===== src/rtl/vga_timing_gen.sv =====
// ---------------------------------------------------------------------------
// vga_timing_gen
//
// Source end of the VGA pixel stream. It generates the raster position
// (hcount/vcount), the sync pulses (hsync/vsync) and the blanking flags
// (hblnk/vblnk) for one pixel per clock. rgb is held at zero so that the
// downstream draw stages (draw_bg, draw_menu, ...) can paint over it.
// It also emits a frame-start pulse and a wrapping frame counter for
// animation and menu logic.
//
// Ports:
//   clk          in   1    pixel clock
//   rst          in   1    synchronous, active-high reset
//   hcount       out  11   horizontal pixel position
//   vcount       out  11   vertical line position
//   hsync        out  1    horizontal sync, active level = SYNC_POL
//   vsync        out  1    vertical sync, active level = SYNC_POL
//   hblnk        out  1    high outside the visible columns
//   vblnk        out  1    high outside the visible lines
//   rgb          out  12   pixel colour, always 12'h000
//   frame_start  out  1    one-cycle pulse when the stream wraps to (0,0)
//   frame_cnt    out  8    frames completed since reset, wraps 255 -> 0
// ---------------------------------------------------------------------------
module vga_timing_gen #(
    parameter int unsigned H_ACTIVE = 800,
    parameter int unsigned H_FP     = 40,
    parameter int unsigned H_SYNC   = 128,
    parameter int unsigned H_BP     = 88,
    parameter int unsigned V_ACTIVE = 600,
    parameter int unsigned V_FP     = 1,
    parameter int unsigned V_SYNC   = 4,
    parameter int unsigned V_BP     = 23,
    parameter bit          SYNC_POL = 1'b1
) (
    input  logic        clk,
    input  logic        rst,
    output logic [10:0] hcount,
    output logic [10:0] vcount,
    output logic        hsync,
    output logic        vsync,
    output logic        hblnk,
    output logic        vblnk,
    output logic [11:0] rgb,
    output logic        frame_start,
    output logic [7:0]  frame_cnt
);

    localparam int unsigned H_TOTAL = H_ACTIVE + H_FP + H_SYNC + H_BP;
    localparam int unsigned V_TOTAL = V_ACTIVE + V_FP + V_SYNC + V_BP;

    // The counters are 11 bits wide, so a raster larger than 2048 in either
    // direction cannot be represented.
    generate
        if (H_TOTAL > 2048 || V_TOTAL > 2048) begin : g_size_check
            $error("vga_timing_gen: H_TOTAL and V_TOTAL must not exceed 2048");
        end
    endgenerate

    localparam logic [10:0] H_LAST     = 11'(H_TOTAL - 1);
    localparam logic [10:0] V_LAST     = 11'(V_TOTAL - 1);
    localparam logic [10:0] H_VISIBLE  = 11'(H_ACTIVE);
    localparam logic [10:0] V_VISIBLE  = 11'(V_ACTIVE);
    localparam logic [10:0] HS_FIRST   = 11'(H_ACTIVE + H_FP);
    localparam logic [10:0] HS_LAST    = 11'(H_ACTIVE + H_FP + H_SYNC - 1);
    localparam logic [10:0] VS_FIRST   = 11'(V_ACTIVE + V_FP);
    localparam logic [10:0] VS_LAST    = 11'(V_ACTIVE + V_FP + V_SYNC - 1);

    logic [10:0] h_next;
    logic [10:0] v_next;
    logic        h_wrap;
    logic        frame_wrap;

    // Next raster position. Every output is decoded from these next values
    // and registered together, so all fields describe the same pixel on the
    // cycle they appear. vcount only advances on a line wrap, which is why
    // vsync can only change on hcount = 0 cycles.
    always_comb begin
        h_wrap     = (hcount == H_LAST);
        frame_wrap = h_wrap && (vcount == V_LAST);
        h_next     = h_wrap ? 11'd0 : hcount + 11'd1;
        v_next     = vcount;
        if (h_wrap) begin
            v_next = (vcount == V_LAST) ? 11'd0 : vcount + 11'd1;
        end
    end

    // Output registers. Reset parks the stream at (0,0) with syncs inactive
    // and does not flag a frame start; only a genuine wrap to (0,0) pulses
    // frame_start and advances the frame counter.
    always_ff @(posedge clk) begin
        if (rst) begin
            hcount      <= 11'd0;
            vcount      <= 11'd0;
            hblnk       <= 1'b0;
            vblnk       <= 1'b0;
            hsync       <= ~SYNC_POL;
            vsync       <= ~SYNC_POL;
            rgb         <= 12'h000;
            frame_start <= 1'b0;
            frame_cnt   <= 8'd0;
        end else begin
            hcount      <= h_next;
            vcount      <= v_next;
            hblnk       <= (h_next >= H_VISIBLE);
            vblnk       <= (v_next >= V_VISIBLE);
            hsync       <= (h_next >= HS_FIRST && h_next <= HS_LAST) ? SYNC_POL : ~SYNC_POL;
            vsync       <= (v_next >= VS_FIRST && v_next <= VS_LAST) ? SYNC_POL : ~SYNC_POL;
            rgb         <= 12'h000;
            frame_start <= frame_wrap;
            if (frame_wrap) begin
                frame_cnt <= frame_cnt + 8'd1;
            end
        end
    end

endmodule


===== config.mk =====
export PLATFORM = sky130hd
export DESIGN_NAME = vga_timing_gen
export DESIGN_NICKNAME = d
export VERILOG_FILES = /design/src/rtl/vga_timing_gen.sv
export SDC_FILE = /design/constraint.sdc
export NUM_CORES = 1
export LEC_CHECK = 0
export ABC_CLOCK_PERIOD_IN_PS = 5940
export BUFFER_PORTS_ARGS = -buffer_cell sky130_fd_sc_hd__buf_2
export CAP_MARGIN = 30
export CORE_MARGIN = 2
export CORE_UTILIZATION = 50
export DETAILED_ROUTE_END_ITERATION = 12
export PLACE_DENSITY = 0.81
export SLEW_MARGIN = 10
export SYNTH_ARGS = -nofsm -noshare
export SYNTH_HDL_FRONTEND = slang
export SYNTH_SLANG_ARGS = --single-unit

===== constraint.sdc =====
create_clock -name clk -period 5.94 [get_ports clk]
set_clock_uncertainty 0.1 [all_clocks]
set_input_delay 0.891 -clock clk [delete_from_list [all_inputs] [get_ports clk]]
set_output_delay 0.891 -clock clk [all_outputs]
set_load 0.02 [all_outputs]

; ---- Word-level counts from Yosys, hierarchy flattened
; Index checks and enable logic that the tools add are counted.
[word_totals]
reg_bits = 35
latchBits = 0
ram_bits = 0
romBits = 0
input_bits = 2
output_inout_bits = 47
word_cells = 27
n_memories = 0
[classes]
add_sub_neg = 3
multipliers = 0
div_mod_pow = 0
magnitude_cmp = 6
eq_ne = 2
n_shift = 0
n_mux = 5
n_bitwise = 0
reduce_logical = 3
[ops]
columns = cell, n
row1 = $ge A11 B10 Y1 const B, 4
row2 = $mux W11, 3
row3 = $add A11 B1 Y11 const B, 2
row4 = $le A11 B10 Y1 const B, 2
row5 = $eq A11 B10 Y1 const B, 1
row6 = $eq A11 B11 Y1 const B, 1
row7 = $add A8 B1 Y8 const B, 1
row8 = $logic_and A1 B1 Y1, 3
row9 = $mux W1, 2

; ---- Depth between registers and ports, before layout
; Gate-level depths: netlist of the first run.
[depth]
ltp_word = 6
mapped_depth = 8
depth_no_buf = 7

; ---- Least setup slack after synthesis of the first run
; Ideal clock, no wire load.
[synth_path]
kind = flip-flop to flip-flop
startpoint = register hcount[0]
endpoint = register vsync
setup_time_ps = 103
arrival_ps = 2353
t_required_ps = 5737
slack_ps = 3383
stages_incl_launch_ff = 8
n_path_buf = 0
period_less_slack_ps = 2557
cell_sequence = dfxtp_1 -> ha_1 -> and4_1 -> nand4_1 -> nor3_1 -> xnor2_2 -> o2111ai_1 -> a2111oi_2
[synth_between]
elab_chain_cells = 5
word_cells_on_any_way = 6
cone_classes = order compare (2) / eq/ne (1) / mux (2) / reduce/logical (1)
[synth_lines]
columns = element, line_no
row1 = "start, declared", 37  ; output logic [10:0] hcount,
row2 = "start signal, assigned", 102  ; hcount <= h_next;
row3 = $eq A11 B11 Y1 *, 78  ; h_wrap = (hcount == H_LAST);
row4 = $mux W11 *, 82  ; if (h_wrap) begin
row5 = $ge A11 B10 Y1 or $le A11 B10 Y1 (tied branches), 107  ; vsync <= (v_next >= VS_FIRST && v_next <= VS_LAST) ? SYNC_POL : ~SYNC_POL;
row6 = $logic_and A1 B1 Y1 *, 107
row7 = $mux W1 *, 107
row8 = "end signal, assigned", 97  ; vsync <= ~SYNC_POL;
row9 = "end signal, assigned", 107
row10 = "end, declared", 40  ; output logic vsync,
; Every way passes the cells marked *; elsewhere a longest branch is shown, timed or not.
; A chain may end at the register's enable or synchronous reset.

; ---- Worst setup path in the final report of the first run
; Same ends and word-level chain as after synthesis.

==> results of run 1 <==
## cells by family after synthesis
kind of cell	share of synthesized area [%]
and+or+nand+nor	30.7
DFF	35.8
AOI/OAI and AO/OA	10.9
buffers and inverters	7.73
xor gates and xnor gates	11.1
adders and majority gates	2.55
muxes	1.09
other	0.191
## cell usage after synthesis, drive strengths merged
cell,instances
nand2b,4
nand3,13
mux2i,1
dfxtp,35
nand3b,1
a211o,1
nand4bb,1
nand4b,1
or2,3
a311oi,1
a211oi,2
inv,3
o21a,2
and2,2
nor3b,3
a21oi,10
and3b,1
or4,1
or3,2
a21boi,1
clkbuf,8
conb,1
o31a,1
nand2,17
xor2,11
a22oi,1
ha,4
mux2,1
nor4,6
nand4,8
nor2b,1
o2111ai,1
o41ai,1
o211ai,1
a2111oi,1
buf,15
nor3,7
xnor2,13
a21o,1
nor4b,1
and4,2
o21ai,7
nor2,34
and3,3
o32ai,1
## cell type report
class | count | area (um^2) | area share, %
timing repair buffer | 36 | 180 | 8.19
multi-input combinational | 185 | 1150 | 52.2
tap | 48 | 60.1 | 2.73
clock buffer | 8 | 100 | 4.55
sequential | 35 | 701 | 31.8
inverter | 3 | 11.3 | 0.512
## report_power, final
group / switching (uW) / internal, uW
clock network: 82.2 / 106
logic: 15.8 / 3.98
registers: 3.15 / 236
## worst register-to-register path, delay by kind of cell, from the launching register on
family / cells / cell delay, ns
AOI/OAI and AO/OA: 1 / 0.35
DFF: 1 / 0.44
xor gates and xnor gates: 1 / 0.20
and+or+nand+nor: 4 / 1.22
adders and majority gates: 1 / 0.32
## stage by stage
stage	instances	instance area, um^2	setup WS (ns)
2_1_floorplan	246	2000	3.38
3_3_place_gp	307	2100	3.40
3_5_place_dp	307	2100	3.24
4_1_cts	315	2200	3.22
5_1_grt	315	2200	2.97
6_report	315	2200	3.21
## state kept, by name, summed over array words and instances (netlist names)
| register | count |
|---|---|
| hcount | 11 |
| vcount | 11 |
| frame_cnt | 8 |
| frame_start | 1 |
| hblnk | 1 |
| hsync | 1 |
| vblnk | 1 |
| vsync | 1 |
## per-layer routing
layer / vias to the layer above / share of wire, %
li1: 868 / -
met1: 783 / 48
met2: 49 / 44
met3: 6 / 5.6
met4: 0 / 1.9
met5: - / 0
## path summary, 6_finish.rpt
| kind | cells after the start | slack (ns) | endpoint |
|---|---|---|---|
| worst max-delay path | 7 | 3.21 | vsync |
| worst min-delay path | 2 | 0.39 | frame_cnt[1] |
| worst max register to register | 7 | 3.21 | vsync |
| worst min register to register | 2 | 0.39 | frame_cnt[1] |
==> results.yml, run 1 <==
power:
  leakage_uw: 0.000877
  pwr_density_cell_mw_per_mm2: 203
  power_uw: 447
  ir_drop_mv: 0.162
timing:
  finalCritPeriodShare_pct: 45.9
  min_period_ns: 2.73
  rsz0062_at_grt: "false"
  finalSetupTns_ns: 0
  maxSlewViolCount: 0
  max_freq_ghz: 0.367
  finalHoldViolations: 0
  whs_ns: 0.394
  setup_violations: 0
global_routing:
  met2_usage_pct: 30.3
  grt_pass1_vias: 1499
  grt_use_met1_pct: 28.7
  antenna_found_initial: 0
  gr-total-overflow: 0
  grt_use_total_pct: 20.7
  grt_use_met3_pct: 4.05
  top_usage_layer: "met2"
  grt_max_degree: 29
  grt_first_pass_wirelength_mm: 7.01
clock_tree:
  postCtsHoldBufs: 0
  clk_pin_slew_ns: 0.07
  cts.sinks: 35
  clk_latency_ns: 0.29
  clk_path_buf_depth: 2
  cts_made_buffers: 5
  htree_num_levels: 2
  post_cts_buffers: 0
  cts_tree: "done"
  root_buffer: "clkbuf_8"
  ctsResizeCount: 0
synth:
  syn_avg_cell_area_um2: 8.34
  synth_seq_area_share_pct: 35.8
  synth_top_area_share_pct: 35.8
  synthCells: 235
  yosys_warnings: 0
  ys_types: 53
  synth_area_leaders: "dfxtp_1, nor2_1, xnor2_1, xor2_1, buf_4"
  syn_area_mm2: 0.00196
  synth_top_area_cell: "dfxtp_1"
  ys_ff_latch: 35
critical_path:
  crit_family: "simple AND/OR/NAND/NOR gates"
  critical_path_arrival_ns: 2.82
  crit_path_start_kind: "flip-flop"
  criticalPathCategory: "reg -> reg"
  cp-end-kind: "flip-flop"
  worstPathRequired_ns: 6.04
  slowest_stage: "dfxtp_1"
  slowest_delay_ns: 0.44
  crit_start: "hcount[0]"
  crit_buf_inv: 0
  r2r-start: "hcount[0]"
  crit_chain: "ha_1, and4_1, nand4_1, nor3_1, xnor2_2, nand4b_1, a2111oi_2"
  critPathMaxFanout: 8
routing:
  viasPerCell: 5.42
  first_pass_iters: 4
  drtAntennaViolNets: 0
  avgRoutedWirePerCell_um: 12.9
  wl_mm: 4.07
  vias: 1706
  drc: 0
  drtIter0Drc: 76
layout:
  area_growth_pct: 12.3
  final_cell_mix: "buf_2, dfxtp_1, nor2_1"
  fin_nets: 272
  final_common_cell: "buf_2"
  final_util_pct: 59.2
  num_antenna_cells: 0
  drive_above_1_share_pct: 19.5
  fillerInstances: 360
die:
  coreArea_mm2: 0.00372
  dieArea_mm2: 0.00444
  die-width_um: 66.6
  ioPinCount: 49
  start_util_pct: 52.7
  chipHeight_um: 66.6
  row_count: 22
place:
  io_buffers: 36
  gp_congestion: 0.885
  post-dp-hpwl_mm: 2.90
hold_path:
  min_from: "frame_cnt[1]"
  hp-class: "reg -> reg"
outcome:
  outcome: "completed"
job:
  maxCapViolCount: 0
(Power assumes the default switching activity.)
==> run 2, diff against run 1 <==
--- a/config.mk
+++ b/config.mk
@@ -5,13 +5,14 @@
 export SDC_FILE = /design/constraint.sdc
 export NUM_CORES = 1
 export LEC_CHECK = 0
-export ABC_CLOCK_PERIOD_IN_PS = 5940
+export ABC_AREA = 1
+export ABC_CLOCK_PERIOD_IN_PS = 2650
 export BUFFER_PORTS_ARGS = -buffer_cell sky130_fd_sc_hd__buf_2
 export CAP_MARGIN = 30
 export CORE_MARGIN = 2
 export CORE_UTILIZATION = 50
 export DETAILED_ROUTE_END_ITERATION = 12
-export PLACE_DENSITY = 0.81
+export PLACE_DENSITY = 0.8
 export SLEW_MARGIN = 10
 export SYNTH_ARGS = -nofsm -noshare
 export SYNTH_HDL_FRONTEND = slang
==> constraint.sdc (replaced) <==
create_clock -name clk -period 2.65 [get_ports clk]
set_clock_uncertainty 0.1 [all_clocks]
set_input_delay 0.3975 -clock clk [delete_from_list [all_inputs] [get_ports clk]]
set_output_delay 0.3975 -clock clk [all_outputs]
set_load 0.02 [all_outputs]
==> run 2 against run 1 <==
Final cell count grew 33%. Critical path depth grew 7. Highest routed layer unchanged. Sequential power grew 120%. Combinational power grew 150%.
==> results.yml, run 2 <==
synth:
  synth_seq_area_share_pct: 33.1
  synth_edf_count: 0
  synth_area_leaders: "dfxtp_1, nand2_1, nor2_1, inv_1, nand3_1"
  syn_avg_cell_area_um2: 6.42
  synth_top_area_share_pct: 33.1
  async_flop_share_pct: 0
  yosys_warnings: 0
  synth_top_area_cell: "dfxtp_1"
  ys_ff_latch: 35
  ys_types: 30
  ys_top_cells_by_count: "nand2_1, nor2_1, inv_1"
  synthCells: 330
  yosysMostFrequentCell: "nand2_1"
  synth_flop_cell: "dfxtp_1"
  syn_area_mm2: 0.00212
layout:
  num_antenna_cells: 0
  final_cell_mix: "nand2_1, nor2_1, inv_1"
  drive_above_1_share_pct: 16.3
  final_common_cell: "nand2_1"
  top_regs: "hcount x11, vcount x11, frame_cnt x8"
  fin_nets: 373
  area_growth_pct: 11.9
timing:
  setup_violations: 0
  timing.final.ws_setup_ns: 0.392
  max_freq_ghz: 0.443
  min_period_ns: 2.26
  finalHoldViolations: 0
  worst_slew_pin_slew_ns: 0.551
  finalSetupTns_ns: 0
  rsz0062_at_grt: "false"
  maxSlewViolCount: 0
  finalCritPeriodShare_pct: 85.2
  slew_headroom_pct: 63.3
clock_tree:
  postCtsHoldBufs: 0
  root_buffer: "clkbuf_8"
  htree_num_levels: 2
  cts_tree: "done"
  clk_pin_slew_ns: 0.07
  ctsResizeCount: 0
  clk_latency_ns: 0.29
  post_cts_buffers: 0
  clk_path_buf_depth: 2
  cts.sinks: 35
  cts_made_buffers: 5
outcome:
  outcome: "completed"
job:
  maxCapViolCount: 0
place:
  post-dp-hpwl_mm: 3.55
  io_buffers: 36
  place_ws_ns: 0.428
  gp_congestion: 0.998
global_routing:
  grt_max_degree: 32
  grt_use_total_pct: 20.5
  grt_first_pass_wirelength_mm: 8.18
  gr-total-overflow: 0
  antenna_found_initial: 0
  grt_pass1_vias: 1978
power:
  pwr_density_cell_mw_per_mm2: 406
  leakage_uw: 0.00114
  ir_drop_mv: 0.241
routing:
  first_pass_iters: 4
  drc: 0
  wl_mm: 4.67
  avgRoutedWirePerCell_um: 11.2
  vias: 2110
  drtAntennaViolNets: 0
  viasPerCell: 5.05
  drtIter0Drc: 141
die:
  coreArea_mm2: 0.00403
  ioPinCount: 49
  start_util_pct: 52.5
  dieArea_mm2: 0.00477
  chipHeight_um: 69.1
  row_count: 23
  die-width_um: 69.1
critical_path:
  criticalPathCategory: "reg -> reg"
  worstPathRequired_ns: 2.78
  crit_path_start_kind: "flip-flop"
  critical_path_arrival_ns: 2.39
  cp-end-kind: "flip-flop"
  critPathMaxFanout: 14
hold_path:
  hp-class: "reg -> reg"
-- run 2: changes by cell type after synthesis, moves of 3 or more --
cell      delta
nor3_1       +4
clkbuf_1     -6
nand3_1     +20
xnor2_1     -12
xor2_1       -5
inv_1       +44
nor2_2       +5
nand2b_1     -4
nor2_1      +23
nand2_1     +55
o21ai_0      +3
-- run 2: through the flow --
stage                     utilization, %  hold slack, ns  instance area, um^2  cells  power, uW
after detailed placement            56.7           0.359                 2280    410        596
after global placement              56.7           0.351                 2280    410        595
after floorplan                        -           0.437                 2160    341        599
after CTS                           58.8           0.369                 2370    418        974
final                               58.8           0.365                 2370    418        961
after global routing                58.8           0.403                 2370    418        997
-- run 2: logic make-up after synthesis --
kind of cell    count (synthesis)  synth area share (%)
buf+inv                        67                  14.6
xor+xnor                        6                  2.48
simple gates                  197                  42.1
flops                          35                  33.1
other cells                     1                 0.177
compound gates                 20                  5.14
fa+ha+maj                       4                  2.36
-- run 2: worst max-delay path: stages, from the launching register on --
cell and delay, ns:
dfxtp_1 0.42, ha_1 0.25, nand4_2 0.15, nor2_4 0.23, buf_4 0.23, nand2_1 0.07, nand2_1 0.06, nand2_1 0.08
nor2_1 0.11, nand3_1 0.10, nor2_2 0.15, nand2_1 0.06, nand2_1 0.06, nand2_1 0.04, nor2_1 0.09
-- run 2: power breakdown --
part,leakage (uW),internal [uW],switching [uW]
logic,0.000815,9.66,38.9
clock network,0.0000412,184,194
registers,0.000282,530,5.09
-- run 2: area by class of cell --
cell class | instances | area, um^2
Timing Repair Buffer | 37 | 188
Inverter | 49 | 184
Fill cell | 403 | 1660
Sequential cell | 35 | 701
Multi-Input combinational cell | 239 | 1150
Clock buffer | 6 | 72.6
Tap cell | 50 | 62.6
Clock inverter | 2 | 12.5
-- run 2: per-layer routing --
metal / GRT usage (%) / share of wire, % / vias up
met1: 24.0 / 44 / 936
met4: 9.80 / 1.9 / 0
met2: 35.9 / 48 / 73
li1: - / - / 1094
met3: 3.65 / 5.5 / 7
met5: 0 / 0 / -
-- run 2: final timing paths --
| kind | startpoint | endpoint | slack, ns | depth (start not counted) |
|---|---|---|---|---|
| worst max-delay path | hcount[0] | vsync | 0.39 | 14 |
| worst min-delay path | frame_cnt[7] | frame_cnt[7] | 0.37 | 2 |
| worst max register to register | hcount[0] | vsync | 0.39 | 14 |
| worst min register to register | frame_cnt[7] | frame_cnt[7] | 0.37 | 2 |
